**src/rtl/ps2_key_decoder_pkg.sv**
```systemverilog
// Shared PS/2 definitions: protocol byte values, frame FSM states, event payload.
package ps2_key_decoder_pkg;

  // Protocol bytes with special meaning to the decoder
  localparam logic [7:0] PS2_PFX_EXT = 8'hE0;
  localparam logic [7:0] PS2_PFX_BRK = 8'hF0;
  localparam logic [7:0] PS2_ERR0    = 8'h00;
  localparam logic [7:0] PS2_ERR1    = 8'hFF;

  // Event payload width: {ext, brk, code}
  localparam int unsigned EVT_W = 10;

  typedef enum logic [1:0] {
    ST_IDLE   = 2'd0,
    ST_DATA   = 2'd1,
    ST_PARITY = 2'd2,
    ST_STOP   = 2'd3
  } frame_state_t;

  typedef struct packed {
    logic       ext;
    logic       brk;
    logic [7:0] code;
  } ps2_evt_t;

  // PS/2 uses odd parity: data plus parity bit must hold an odd number of ones
  function automatic logic odd_parity_ok(input logic [7:0] data, input logic par);
    return ^{data, par};
  endfunction

endpackage

```
**src/rtl/ps2_evt_fifo.sv**
```systemverilog
// Synchronous first-word-fall-through FIFO for PS/2 key events.
// Ports: clk, rst (sync, active-high), push/wdata write side, pop read side,
//        rdata_c (head entry), full_c, empty_c (combinational status from pointers).
// A push while full is only accepted when a pop happens in the same cycle.
module ps2_evt_fifo #(
  parameter int unsigned WIDTH = 10,
  parameter int unsigned DEPTH = 8
) (
  input  logic             clk,
  input  logic             rst,
  input  logic             push,
  input  logic [WIDTH-1:0] wdata,
  input  logic             pop,
  output logic [WIDTH-1:0] rdata_c,
  output logic             full_c,
  output logic             empty_c
);

  localparam int unsigned AW = $clog2(DEPTH);

  logic [AW:0]      wr_ptr;
  logic [AW:0]      rd_ptr;
  logic [WIDTH-1:0] mem [DEPTH];
  logic             do_push;
  logic             do_pop;

  // Extra pointer MSB distinguishes full from empty when the index bits match
  assign empty_c = (wr_ptr == rd_ptr);
  assign full_c  = (wr_ptr[AW] != rd_ptr[AW]) && (wr_ptr[AW-1:0] == rd_ptr[AW-1:0]);
  assign do_pop  = pop && !empty_c;
  assign do_push = push && (!full_c || do_pop);
  assign rdata_c = mem[rd_ptr[AW-1:0]];

  // Pointer and storage update
  always_ff @(posedge clk) begin
    if (rst) begin
      wr_ptr <= '0;
      rd_ptr <= '0;
      for (int unsigned i = 0; i < DEPTH; i++) begin
        mem[i] <= '0;
      end
    end else begin
      if (do_push) begin
        mem[wr_ptr[AW-1:0]] <= wdata;
        wr_ptr              <= wr_ptr + 1'b1;
      end
      if (do_pop) begin
        rd_ptr <= rd_ptr + 1'b1;
      end
    end
  end

endmodule

```
**src/rtl/ps2_key_decoder.sv**
```systemverilog
// PS/2 keyboard receiver running entirely on the system clock.
// Ports: clk, rst (sync, active-high); ps2_clk/ps2_data raw pins;
//        ev_valid/ev_ready/ev_code/ev_ext/ev_break event stream (FWFT FIFO head);
//        key_down held bitmap for KEY_CODES; parity_err/frame_err/overflow 1-cycle pulses.
module ps2_key_decoder
  import ps2_key_decoder_pkg::*;
#(
  parameter int unsigned               FILTER_LEN     = 4,
  parameter int unsigned               TIMEOUT_CYCLES = 100000,
  parameter int unsigned               FIFO_DEPTH     = 8,
  parameter int unsigned               NUM_KEYS       = 2,
  parameter logic [9*NUM_KEYS-1:0]     KEY_CODES      = {9'h02D, 9'h024}
) (
  input  logic                clk,
  input  logic                rst,
  input  logic                ps2_clk,
  input  logic                ps2_data,
  output logic                ev_valid,
  input  logic                ev_ready,
  output logic [7:0]          ev_code,
  output logic                ev_ext,
  output logic                ev_break,
  output logic [NUM_KEYS-1:0] key_down,
  output logic                parity_err,
  output logic                frame_err,
  output logic                overflow
);

  localparam int unsigned FW = 4;
  localparam int unsigned TW = $clog2(TIMEOUT_CYCLES + 1);

  // Synchroniser stages; idle-high pins reset to 1 so no fall is seen out of reset
  logic clk_s1, clk_s2, data_s1, data_s2;

  // Glitch filter
  logic          filt_clk;
  logic          filt_prev;
  logic [FW-1:0] filt_cnt;
  logic          fall;

  // Frame receiver
  frame_state_t  state;
  logic [2:0]    bit_cnt;
  logic [7:0]    shift;
  logic          par_bit;
  logic [TW-1:0] tmo_cnt;
  logic          byte_vld;
  logic          tmo_abort;

  // Prefix decoder and event path
  logic     ext_q;
  logic     brk_q;
  logic     push_vld;
  ps2_evt_t push_evt;
  ps2_evt_t head_evt;
  logic     fifo_full;
  logic     fifo_empty;
  logic     pop;

  // Two-flop synchronisers on both pins
  always_ff @(posedge clk) begin
    if (rst) begin
      clk_s1  <= 1'b1;
      clk_s2  <= 1'b1;
      data_s1 <= 1'b1;
      data_s2 <= 1'b1;
    end else begin
      clk_s1  <= ps2_clk;
      clk_s2  <= clk_s1;
      data_s1 <= ps2_data;
      data_s2 <= data_s1;
    end
  end

  // Accept a ps2_clk level change only after FILTER_LEN consecutive differing samples
  always_ff @(posedge clk) begin
    if (rst) begin
      filt_clk  <= 1'b1;
      filt_prev <= 1'b1;
      filt_cnt  <= '0;
    end else begin
      filt_prev <= filt_clk;
      if (clk_s2 != filt_clk) begin
        if (filt_cnt == FW'(FILTER_LEN - 1)) begin
          filt_clk <= clk_s2;
          filt_cnt <= '0;
        end else begin
          filt_cnt <= filt_cnt + 1'b1;
        end
      end else begin
        filt_cnt <= '0;
      end
    end
  end

  assign fall = filt_prev & ~filt_clk;

  // Frame FSM: start, 8 data bits LSB first, parity, stop; timeout aborts a stalled frame
  always_ff @(posedge clk) begin
    if (rst) begin
      state      <= ST_IDLE;
      bit_cnt    <= '0;
      shift      <= '0;
      par_bit    <= 1'b0;
      tmo_cnt    <= '0;
      byte_vld   <= 1'b0;
      tmo_abort  <= 1'b0;
      parity_err <= 1'b0;
      frame_err  <= 1'b0;
    end else begin
      byte_vld   <= 1'b0;
      tmo_abort  <= 1'b0;
      parity_err <= 1'b0;
      frame_err  <= 1'b0;

      case (state)
        ST_IDLE: begin
          if (fall && !data_s2) begin
            state   <= ST_DATA;
            bit_cnt <= '0;
          end
        end
        ST_DATA: begin
          if (fall) begin
            shift   <= {data_s2, shift[7:1]};
            bit_cnt <= bit_cnt + 1'b1;
            if (bit_cnt == 3'd7) begin
              state <= ST_PARITY;
            end
          end
        end
        ST_PARITY: begin
          if (fall) begin
            par_bit <= data_s2;
            state   <= ST_STOP;
          end
        end
        ST_STOP: begin
          if (fall) begin
            state <= ST_IDLE;
            if (!odd_parity_ok(shift, par_bit)) begin
              parity_err <= 1'b1;
            end else if (!data_s2) begin
              frame_err <= 1'b1;
            end else begin
              byte_vld <= 1'b1;
            end
          end
        end
        default: state <= ST_IDLE;
      endcase

      // Cycles since the last fall; only meaningful while a frame is open
      if (state == ST_IDLE || fall) begin
        tmo_cnt <= '0;
      end else if (tmo_cnt == TW'(TIMEOUT_CYCLES - 1)) begin
        tmo_cnt   <= '0;
        state     <= ST_IDLE;
        frame_err <= 1'b1;
        tmo_abort <= 1'b1;
      end else begin
        tmo_cnt <= tmo_cnt + 1'b1;
      end
    end
  end

  // Fold E0/F0 prefixes into one event; update the held-key bitmap alongside
  always_ff @(posedge clk) begin
    if (rst) begin
      ext_q    <= 1'b0;
      brk_q    <= 1'b0;
      push_vld <= 1'b0;
      push_evt <= '0;
      key_down <= '0;
    end else begin
      push_vld <= 1'b0;
      if (tmo_abort) begin
        ext_q <= 1'b0;
        brk_q <= 1'b0;
      end else if (byte_vld) begin
        case (shift)
          PS2_PFX_EXT: ext_q <= 1'b1;
          PS2_PFX_BRK: brk_q <= 1'b1;
          PS2_ERR0, PS2_ERR1: begin
            ext_q <= 1'b0;
            brk_q <= 1'b0;
          end
          default: begin
            push_vld      <= 1'b1;
            push_evt.ext  <= ext_q;
            push_evt.brk  <= brk_q;
            push_evt.code <= shift;
            ext_q         <= 1'b0;
            brk_q         <= 1'b0;
            for (int unsigned i = 0; i < NUM_KEYS; i++) begin
              if ({ext_q, shift} == KEY_CODES[9*i +: 9]) begin
                key_down[i] <= ~brk_q;
              end
            end
          end
        endcase
      end
    end
  end

  assign ev_valid = ~fifo_empty;
  assign pop      = ev_valid & ev_ready;

  ps2_evt_fifo #(
    .WIDTH (EVT_W),
    .DEPTH (FIFO_DEPTH)
  ) u_fifo (
    .clk     (clk),
    .rst     (rst),
    .push    (push_vld),
    .wdata   (push_evt),
    .pop     (pop),
    .rdata_c (head_evt),
    .full_c  (fifo_full),
    .empty_c (fifo_empty)
  );

  assign ev_code  = head_evt.code;
  assign ev_ext   = head_evt.ext;
  assign ev_break = head_evt.brk;

  // A write is lost only when the FIFO is full and nothing leaves in the same cycle
  always_ff @(posedge clk) begin
    if (rst) begin
      overflow <= 1'b0;
    end else begin
      overflow <= push_vld & fifo_full & ~pop;
    end
  end

endmodule

```
**config.mk**
```make
export PLATFORM = sky130hd
export DESIGN_NAME = ps2_key_decoder
export DESIGN_NICKNAME = d
export VERILOG_FILES = /design/src/rtl/ps2_key_decoder_pkg.sv /design/src/rtl/ps2_evt_fifo.sv /design/src/rtl/ps2_key_decoder.sv
export SDC_FILE = /design/constraint.sdc
export NUM_CORES = 1
export LEC_CHECK = 0
export BUFFER_PORTS_ARGS = -buffer_cell sky130_fd_sc_hd__buf_2
export CORE_MARGIN = 4
export CORE_UTILIZATION = 60
export CTS_CLUSTER_DIAMETER = 40
export DETAILED_ROUTE_END_ITERATION = 6
export PLACE_DENSITY = 0.81
export SYNTH_ARGS = -nofsm -noshare
export SYNTH_HDL_FRONTEND = slang
export SYNTH_SLANG_ARGS = --single-unit
```
**constraint.sdc**
```tcl
create_clock -name clk -period 2.9 [get_ports clk]
set_clock_uncertainty 0.2 [all_clocks]
set_input_delay 0.435 -clock clk [delete_from_list [all_inputs] [get_ports clk]]
set_output_delay 0.435 -clock clk [all_outputs]
set_load 0.03 [all_outputs]
```
==> impl_metrics.ini, run 1 <==
[critical_path]
cp_data_required_time_ns = 2.27
ff2ff_setup_slack_ns = 0.31
crit_chain = buf_12 -> mux4_2 -> mux2_2 -> buf_2
path_class = flip-flop to output port
cp_max_fo = 20
cp_slowest_stage_delay_ns = 0.57
r2r-start = u_fifo.wr_ptr[1]$_SDFFE_PP0P_
start_kind = flip-flop
critPathSlowestCell = mux4_2
rr_endpoint = u_fifo.mem[6][3]$_SDFFCE_PN0P_
endpoint_kind = output port
arrival_ns = 2.14
endpoint = ev_code[2]
reg2reg_depth = 5

[yosys]
synth.largest_area_cell = edfxtp_1
yosysSeqAreaShare_pct = 57.9
synthTopCellsByArea = edfxtp_1 (36%), dfxtp_1 (22%), and2_1 (7.7%), mux4_2 (6.8%), nor2_1 (3.7%)
ys_seq_elements = 152
synth_cells = 556
synth.most_common_cell = and2_1
ys_top_cells_by_count = and2_1 (82), edfxtp_1 (80), dfxtp_1 (72), nor2_1 (65), nand2_1 (31)
ys.flop_type = edfxtp_1
synth_area_sq_um = 6640
synth.distinct_cells = 49
synth_warnings = 0
synth_nets = 567
synth-edff-count = 80
postSynthAreaPerCell_sq_um = 11.9
synth_top_area_share_pct = 36.2
async_flop_share_pct = 0

[timing]
min_period_ns = 2.78
setup_viol = 0
final_hold_viol_count = 0
worst_slew_pin_slew_ns = 0.788
fin_crit_sh_pct = 95.7
rsz0062_at_grt = no
slew_violations = 0
fmax_mhz = 360
final.setup.tns_ns = 0
slew_headroom_pct = 46.8

[place]
place.port_buffers = 20
dp_hpwl_mm = 8.73
gp_congestion = 0.819

[cells_and_area]
fillerInstances = 757
layout-drive-gt1-share_pct = 17.7
area.sequential_sq_um = 3840
area_delta_synth_final_pct = 11.8
nets = 592
diodes = 0
multiInputGateArea_sq_um = 2610

[global_routing]
antenna_found_initial = 0
track_usage_pct = 21.7
grt_pass1_vias = 4372
grt_max_degree = 57
grt_pass1_wl_mm = 21.5
overflow = 0

[clocking]
numCtsBuffers = 17
cts_root_buf = clkbuf_8
cts_buffer_depth = 2
clkTransAtPathRegs_ns = 0.06
clock-sinks = 152
post_cts_buffers = 0
clk_latency_ns = 0.52
cts_tree = yes
cts.htree.levels = 4

[job]
cap_violations = 0

[die]
num_rows = 38
dieArea_sq_um = 12800
initial_core_util_pct = 61.3
core_area_sq_um = 10800
die_x_um = 113
dieHeight_um = 113
ioPinCount = 21

[route]
dr.pass1.iters = 4
wl_per_cell_um = 17.6
drc = 0
totalWireLength_mm = 12.9
vias = 4171
via_per_inst = 5.69
detail_route.iter0.violations = 362
ant_nets = 0

[run_status]
status = finished clean

[power_and_ir_drop]
p_total_mw = 4.45
leakagePower_nw = 2.82
p_per_area_nw_per_um2 = 599
ir_worst_vdd_v = 0.000368

[worst_hold_path]
min_path_type = input pin to flip-flop
whs_path_depth = 3
-- worst min path at each step --
stage,from,endpoint,slack (ns)
floorplan,clk_s1$_SDFF_PP1_,clk_s2$_SDFF_PP1_,0.19
global placement,data_s1$_SDFF_PP1_,data_s2$_SDFF_PP1_,0.19
detailed placement,data_s1$_SDFF_PP1_,data_s2$_SDFF_PP1_,0.19
CTS,ev_ready,flip-flop,0.03
global route,ev_ready,flip-flop,0.04
finish,ev_ready,u_fifo.rd_ptr[1]$_SDFFE_PP0N_,0.05
-- worst max-delay path: cells and delay by family (launching register included) --
kind | cells | cell delay [ns]
buffers and inverters | 2 | 0.39
DFF | 1 | 0.35
muxes | 2 | 0.87
-- cell usage in the layout (no fill, tap or decap), types with 3 or more instances in the layout --
| cell type | Yosys | layout |
|---|---|---|
| buf_2 | 5 | 20 |
| nand4_1 | 4 | 4 |
| nand3_1 | 16 | 16 |
| clkinv_4 | 0 | 4 |
| and2_1 | 82 | 82 |
| xor2_1 | 13 | 13 |
| ha_1 | 6 | 6 |
| or2_2 | 12 | 12 |
| or3_1 | 5 | 5 |
| mux4_2 | 20 | 20 |
| o21ai_0 | 5 | 5 |
| dfxtp_1 | 72 | 72 |
| nand2_1 | 31 | 31 |
| buf_4 | 1 | 9 |
| and3_1 | 3 | 3 |
| clkbuf_16 | 0 | 16 |
| edfxtp_1 | 80 | 80 |
| nor2_1 | 65 | 65 |
| nor2b_1 | 4 | 4 |
| mux2_2 | 11 | 11 |
| xnor2_1 | 19 | 19 |
| mux2i_1 | 14 | 14 |
| a21oi_1 | 16 | 16 |
| nand2b_1 | 8 | 8 |
| inv_1 | 10 | 10 |
| nor3_1 | 10 | 9 |
-- logic make-up after synthesis --
group | Yosys count | share of synthesized area, %
AOI/OAI and AO/OA | 35 | 3.22
xor gates and xnor gates | 33 | 4.56
adders and majority gates | 6 | 1.13
buffers and inverters | 36 | 2.86
DFF | 152 | 57.9
muxes | 45 | 10.8
and+or+nand+nor | 249 | 19.6
-- final cells by class --
| cell class | instances | area share (%) |
|---|---|---|
| clock inverter | 13 | 1.79 |
| inverter | 10 | 0.505 |
| clock buffer | 18 | 5.63 |
| timing repair buffer | 32 | 2.80 |
| sequential | 152 | 51.8 |
| tap | 140 | 2.36 |
| multi-input combinational | 368 | 35.2 |
-- registers in the layout, indices dropped and copies added (netlist names), 2 cells and up, named ones only --
register,flops
shift,8
u_fifo.rd_ptr,4
tmo_cnt,17
key_down,2
filt_cnt,4
u_fifo.wr_ptr,4
u_fifo.mem,80
state,2
push_evt,10
bit_cnt,3
-- stage by stage --
| stage | instances | setup slack [ns] | utilization [%] | hold slack [ns] | cell area (sq um) |
|---|---|---|---|---|---|
| floorplan | 556 | 0.763 | - | 0.189 | 6640 |
| detailed placement | 700 | 0.220 | 63.2 | 0.194 | 6850 |
| CTS | 733 | 0.0958 | 68.5 | 0.0280 | 7420 |
| finish | 733 | 0.124 | 68.5 | 0.0520 | 7430 |
| global placement | 700 | 0.389 | 63.2 | 0.193 | 6850 |
| global route | 733 | 0.0404 | 68.5 | 0.0432 | 7430 |
-- where the power goes --
group | switching [mW] | internal (mW)
Clock | 0.835 | 1.21
Sequential | 0.0141 | 2.30
Combinational | 0.0578 | 0.0321
Total | 0.907 | 3.54
-- layer usage --
| layer | GRT usage [%] | vias up | part of all wire, % |
|---|---|---|---|
| li1 | - | 1989 | - |
| met1 | 25.9 | 2030 | 41 |
| met2 | 38.3 | 131 | 52 |
| met3 | 4.60 | 21 | 4.8 |
| met4 | 8.65 | 0 | 1.9 |
| met5 | 0 | - | 0 |
-- repair_timing --
item / CTS / global route
gates resized for setup: 0 / 1
endpoints found under the setup margin: 0 / 10
hold buffers: 2 / 0
endpoints found under the hold margin: 2 / 0
No activity file was read; power rests on OpenSTA's default activity.
==> inputs of run 2 (changes only) <==
Settings changed: CELL_PAD_IN_SITES_DETAIL_PLACEMENT set to 1, CELL_PAD_IN_SITES_GLOBAL_PLACEMENT set to 2, CORE_UTILIZATION 60 to 43, PLACE_DENSITY 0.81 to 0.83.
==> impl_metrics.ini, run 2 (synthesis gave the netlist of run 1 again) <==
[timing]
fmax_mhz = 372
rsz0062_at_grt = no
worst_slew_pin_slew_ns = 0.877
fin_crit_sh_pct = 92.8
min_period_ns = 2.69
final_hold_viol_count = 0
setup_viol = 0
slew_violations = 0
slew_headroom_pct = 41.1
final.setup.tns_ns = 0
whs_ns = 0.152

[global_routing]
antenna_found_initial = 0
grt_max_degree = 57
track_usage_pct = 16.5
grt_pass1_wl_mm = 22.7
overflow = 0
grt_pass1_vias = 4369

[power_and_ir_drop]
pwr-share-clk_pct = 46.8
p_comb_share_pct = 2.0
p_int_mw = 3.59
leakagePower_nw = 2.82
ir_worst_vdd_v = 0.000427
p_per_area_nw_per_um2 = 602
switching_share_pct = 20.6
p_sw_mw = 0.929
power_frac_seq_pct = 51.3

[cells_and_area]
final_common_cell = and2_1
layout_common_cells = and2_1 (82), edfxtp_1 (80), dfxtp_1 (72), nor2_1 (64), nand2_1 (31)
nets = 593
stdcell_count = 783
layout-drive-gt1-share_pct = 18.0
fin_area_sq_um = 7500
largest_reg_flops = 80
diodes = 0
reg_top3 = u_fifo.mem: 80 flops, tmo_cnt: 17 flops, push_evt: 10 flops
top_register = u_fifo.mem
area_delta_synth_final_pct = 13.0
fin_util_pct = 49.5

[route]
totalWireLength_mm = 13.6
drc = 0
via_per_inst = 5.26
wl_per_cell_um = 17.4
detail_route.iter0.violations = 242
ant_nets = 0
dr.pass1.iters = 4
vias = 4121

[critical_path]
path_class = flip-flop to output port
cp_max_fo = 20
crit_chain = buf_6 -> mux4_2 -> mux2_2 -> buf_2
endpoint_kind = output port
cp_data_required_time_ns = 2.27
start_kind = flip-flop
cp_slowest_stage_delay_ns = 0.58
arrival_ns = 2.06
critPathTopFamily = multiplexers
path_buf_inv = 2
critPathSlowestCell = mux4_2

[run_status]
status = finished clean

[clocking]
clk_latency_ns = 0.42
cts.htree.levels = 4
post_cts_buffers = 0
cts_tree = yes
numCtsBuffers = 17
cts_root_buf = clkbuf_16
clkTransAtPathRegs_ns = 0.06
clock-sinks = 152
cts_buffer_depth = 2

[die]
ioPinCount = 21
core_area_sq_um = 15100
dieHeight_um = 132
die_x_um = 132
initial_core_util_pct = 43.8
dieArea_sq_um = 17500
num_rows = 45

[job]
cap_violations = 0

[place]
gp_congestion = 0.731
dp.cells = 749
dp_hpwl_mm = 9.58
place.port_buffers = 20
place_area_sq_um = 6910

[worst_hold_path]
min_path_type = input pin to flip-flop
-- run 2: per-layer routing --
| metal | wire (um) | share of wire, % | track usage [%] | vias up |
|---|---|---|---|---|
| li1 | - | - | - | 1991 |
| met1 | 6240 | 46 | 20.7 | 2068 |
| met2 | 6850 | 50 | 28.1 | 42 |
| met3 | 278 | 2.0 | 3.13 | 20 |
| met4 | 240 | 1.8 | 6.58 | 0 |
| met5 | 0 | 0 | 0 | - |
-- run 2: what timing repair did --
item | 4_1_cts | 5_1_grt
hold endpoints to repair | 2 | 0
hold buffers | 2 | 0
resized for setup | 0 | 3
setup endpoints to repair | 0 | 21
-- run 2: worst paths after layout --
check                                         to  depth (start not counted)  slack, ns                     startpoint
setup / recovery                        ev_break                          4       0.21                      flip-flop
hold / removal     u_fifo.rd_ptr[1]$_SDFFE_PP0N_                          3       0.15                       ev_ready
hold reg to reg               data_s2$_SDFF_PP1_                          1       0.21             data_s1$_SDFF_PP1_
setup reg to reg  u_fifo.mem[3][7]$_SDFFCE_PN0P_                          5       0.26  u_fifo.wr_ptr[1]$_SDFFE_PP0P_
-- run 2: final cells by class --
| cell class | instances | area, sq um |
|---|---|---|
| fillers | 1577 | 7640 |
| flip-flops and latches | 152 | 3840 |
| multi-input cells | 368 | 2620 |
| clock buffers | 19 | 433 |
| well taps | 188 | 235 |
| repair buffers | 33 | 206 |
| clock inverters | 13 | 131 |
| inverters | 10 | 37.5 |
-- run 2: worst register-to-register path: stages (launching register included) --
cell and delay [ns]:
dfxtp_1 0.45, xor2_1 0.26, or3_1 0.18, o21ai_1 0.11, nor3_1 0.73, or2_2 0.39
-- run 2: power by group through the flow --
stage	registers (mW)	logic [mW]	clock network (mW)
after floorplan	2.35	0.0664	0
after global placement	2.36	0.0861	0
after detailed placement	2.36	0.0887	0
after CTS	2.32	0.0907	2.16
after global routing	2.32	0.0967	2.25
final	2.31	0.0888	2.11
-- run 2: stage by stage --
stage | power [mW] | worst slack (ns)
2_1_floorplan | 2.42 | 0.763
3_3_place_gp | 2.44 | 0.247
3_5_place_dp | 2.45 | 0.197
4_1_cts | 4.57 | 0.0804
5_1_grt | 4.66 | 0.00768
6_report | 4.52 | 0.209
==> inputs of run 3 (changes only) <==
Settings changed: CORE_MARGIN 4 to 5.
==> impl_metrics.ini, run 3 (synthesis gave the netlist of run 1 again) <==
[route]
wl_per_cell_um = 17.8
totalWireLength_mm = 14.0
via_per_inst = 5.29
drc = 0
dr.pass1.iters = 4
detail_route.iter0.violations = 190
vias = 4151
ant_nets = 0

[power_and_ir_drop]
p_per_area_nw_per_um2 = 629
p_comb_share_pct = 1.9
power_frac_seq_pct = 48.6
p_sw_mw = 0.973
p_int_mw = 3.78
ir_worst_vdd_v = 0.000435
pwr-share-clk_pct = 49.5
leakagePower_nw = 2.86
switching_share_pct = 20.5

[critical_path]
cp_slowest_stage_delay_ns = 0.58
path_buf_inv = 2
arrival_ns = 2.08
r2r-start = u_fifo.rd_ptr[0]$_SDFFE_PP0N_
endpoint_kind = output port
critPathTopFamily = multiplexers
ff2ff_setup_slack_ns = 0.31
cp_max_fo = 20
crit_chain = buf_6 -> mux4_2 -> mux2_2 -> buf_2
critPathSlowestCell = mux4_2
start_kind = flip-flop
cp_data_required_time_ns = 2.27
path_class = flip-flop to output port

[clocking]
clock-sinks = 152
cts_root_buf = clkbuf_16
clkTransAtPathRegs_ns = 0.07
cts.htree.levels = 4
clk_latency_ns = 0.42
cts_tree = yes
cts_buffer_depth = 2
numCtsBuffers = 17

[global_routing]
grt_pass1_wl_mm = 23.5
grt_pass1_vias = 4425
overflow = 0
grt_max_degree = 57
track_usage_pct = 16.8
antenna_found_initial = 0

[cells_and_area]
nets = 594
final_common_cell = and2_1
area_delta_synth_final_pct = 13.9
reg_top3 = u_fifo.mem: 80 flops, tmo_cnt: 17 flops, push_evt: 10 flops
layout-drive-gt1-share_pct = 18.1
layout_common_cells = and2_1 (82), edfxtp_1 (80), dfxtp_1 (72), nor2_1 (65), nand2_1 (31)
fin_area_sq_um = 7560
diodes = 0
largest_reg_flops = 80
top_register = u_fifo.mem

[die]
die_x_um = 134
dieHeight_um = 134
core_area_sq_um = 15200
ioPinCount = 21
initial_core_util_pct = 43.7
dieArea_sq_um = 18000
num_rows = 45

[timing]
whs_ns = 0.148
slew_headroom_pct = 40.5
fin_crit_sh_pct = 93.5
setup_viol = 0
min_period_ns = 2.71
rsz0062_at_grt = no
final.setup.tns_ns = 0
worst_slew_pin_slew_ns = 0.886
slew_violations = 0
fmax_mhz = 369
final_hold_viol_count = 0

[place]
dp_hpwl_mm = 9.56
gp_congestion = 0.725
place.port_buffers = 20
place_area_sq_um = 6910

[run_status]
status = finished clean

[worst_hold_path]
hp-start = ev_ready
min_path_type = input pin to flip-flop

[job]
cap_violations = 0
run 3: changes by cell type in the layout (fill, tap and decap cells not counted), moves of 2 or more:
| cell | change |
|---|---|
| clkinv_1 | -2 |
| clkinv_4 | +2 |
| inv_6 | +4 |
| bufinv_16 | +2 |
| clkinv_2 | -2 |
| clkinvlp_4 | -5 |
run 3: power groups by stage:
stage / Clock, mW / Sequential [mW] / Combinational, mW
final: 2.35 / 2.31 / 0.0893
after global routing: 2.51 / 2.32 / 0.0973
after CTS: 2.41 / 2.31 / 0.0922
after detailed placement: 0 / 2.36 / 0.0893
after global placement: 0 / 2.36 / 0.0867
after floorplan: 0 / 2.35 / 0.0664
run 3: final cells by class:
class	count	area, sq um
clock buffer	19	433
clock inverter	13	194
fill	1578	7640
inverter	10	37.5
multi-input combinational	368	2610
sequential	152	3840
tap	188	235
timing repair buffer	34	214
run 3: final timing paths:
path / cells after the start / end
worst max-delay path: 4 / ev_break
worst min-delay path: 3 / flip-flop
worst max register to register: 5 / u_fifo.mem[3][1]$_SDFFCE_PN0P_
worst min register to register: 1 / data_s2$_SDFF_PP1_
run 3: through the flow:
step | setup WS [ns] | cells | total power [mW] | utilization [%]
2_1_floorplan | 0.763 | 556 | 2.42 | -
3_3_place_gp | 0.400 | 750 | 2.45 | 45.5
3_5_place_dp | 0.301 | 750 | 2.45 | 45.5
4_1_cts | 0.0542 | 784 | 4.81 | 49.7
5_1_grt | 0.00268 | 784 | 4.92 | 49.8
6_report | 0.190 | 784 | 4.76 | 49.8
run 3: tightest hold or removal path, cell delays in order:
cell and delay, ns:
buf_2 0.12, nand3_1 0.08, a21oi_1 0.08
run 3: timing repair:
item / CTS / global route
endpoints found under the setup margin: 0 / 2
setup buffers: 0 / 0
hold endpoints to repair: 2 / 0
resized for setup: 0 / 1
hold buffers: 2 / 0
run 3: routing by layer:
metal,global-route usage [%],up-vias,wire length (um)
met2,28.2,42,7140
li1,-,1992,-
met4,5.49,0,199
met1,21.2,2098,6260
met5,0,-,0
met3,4.24,19,367
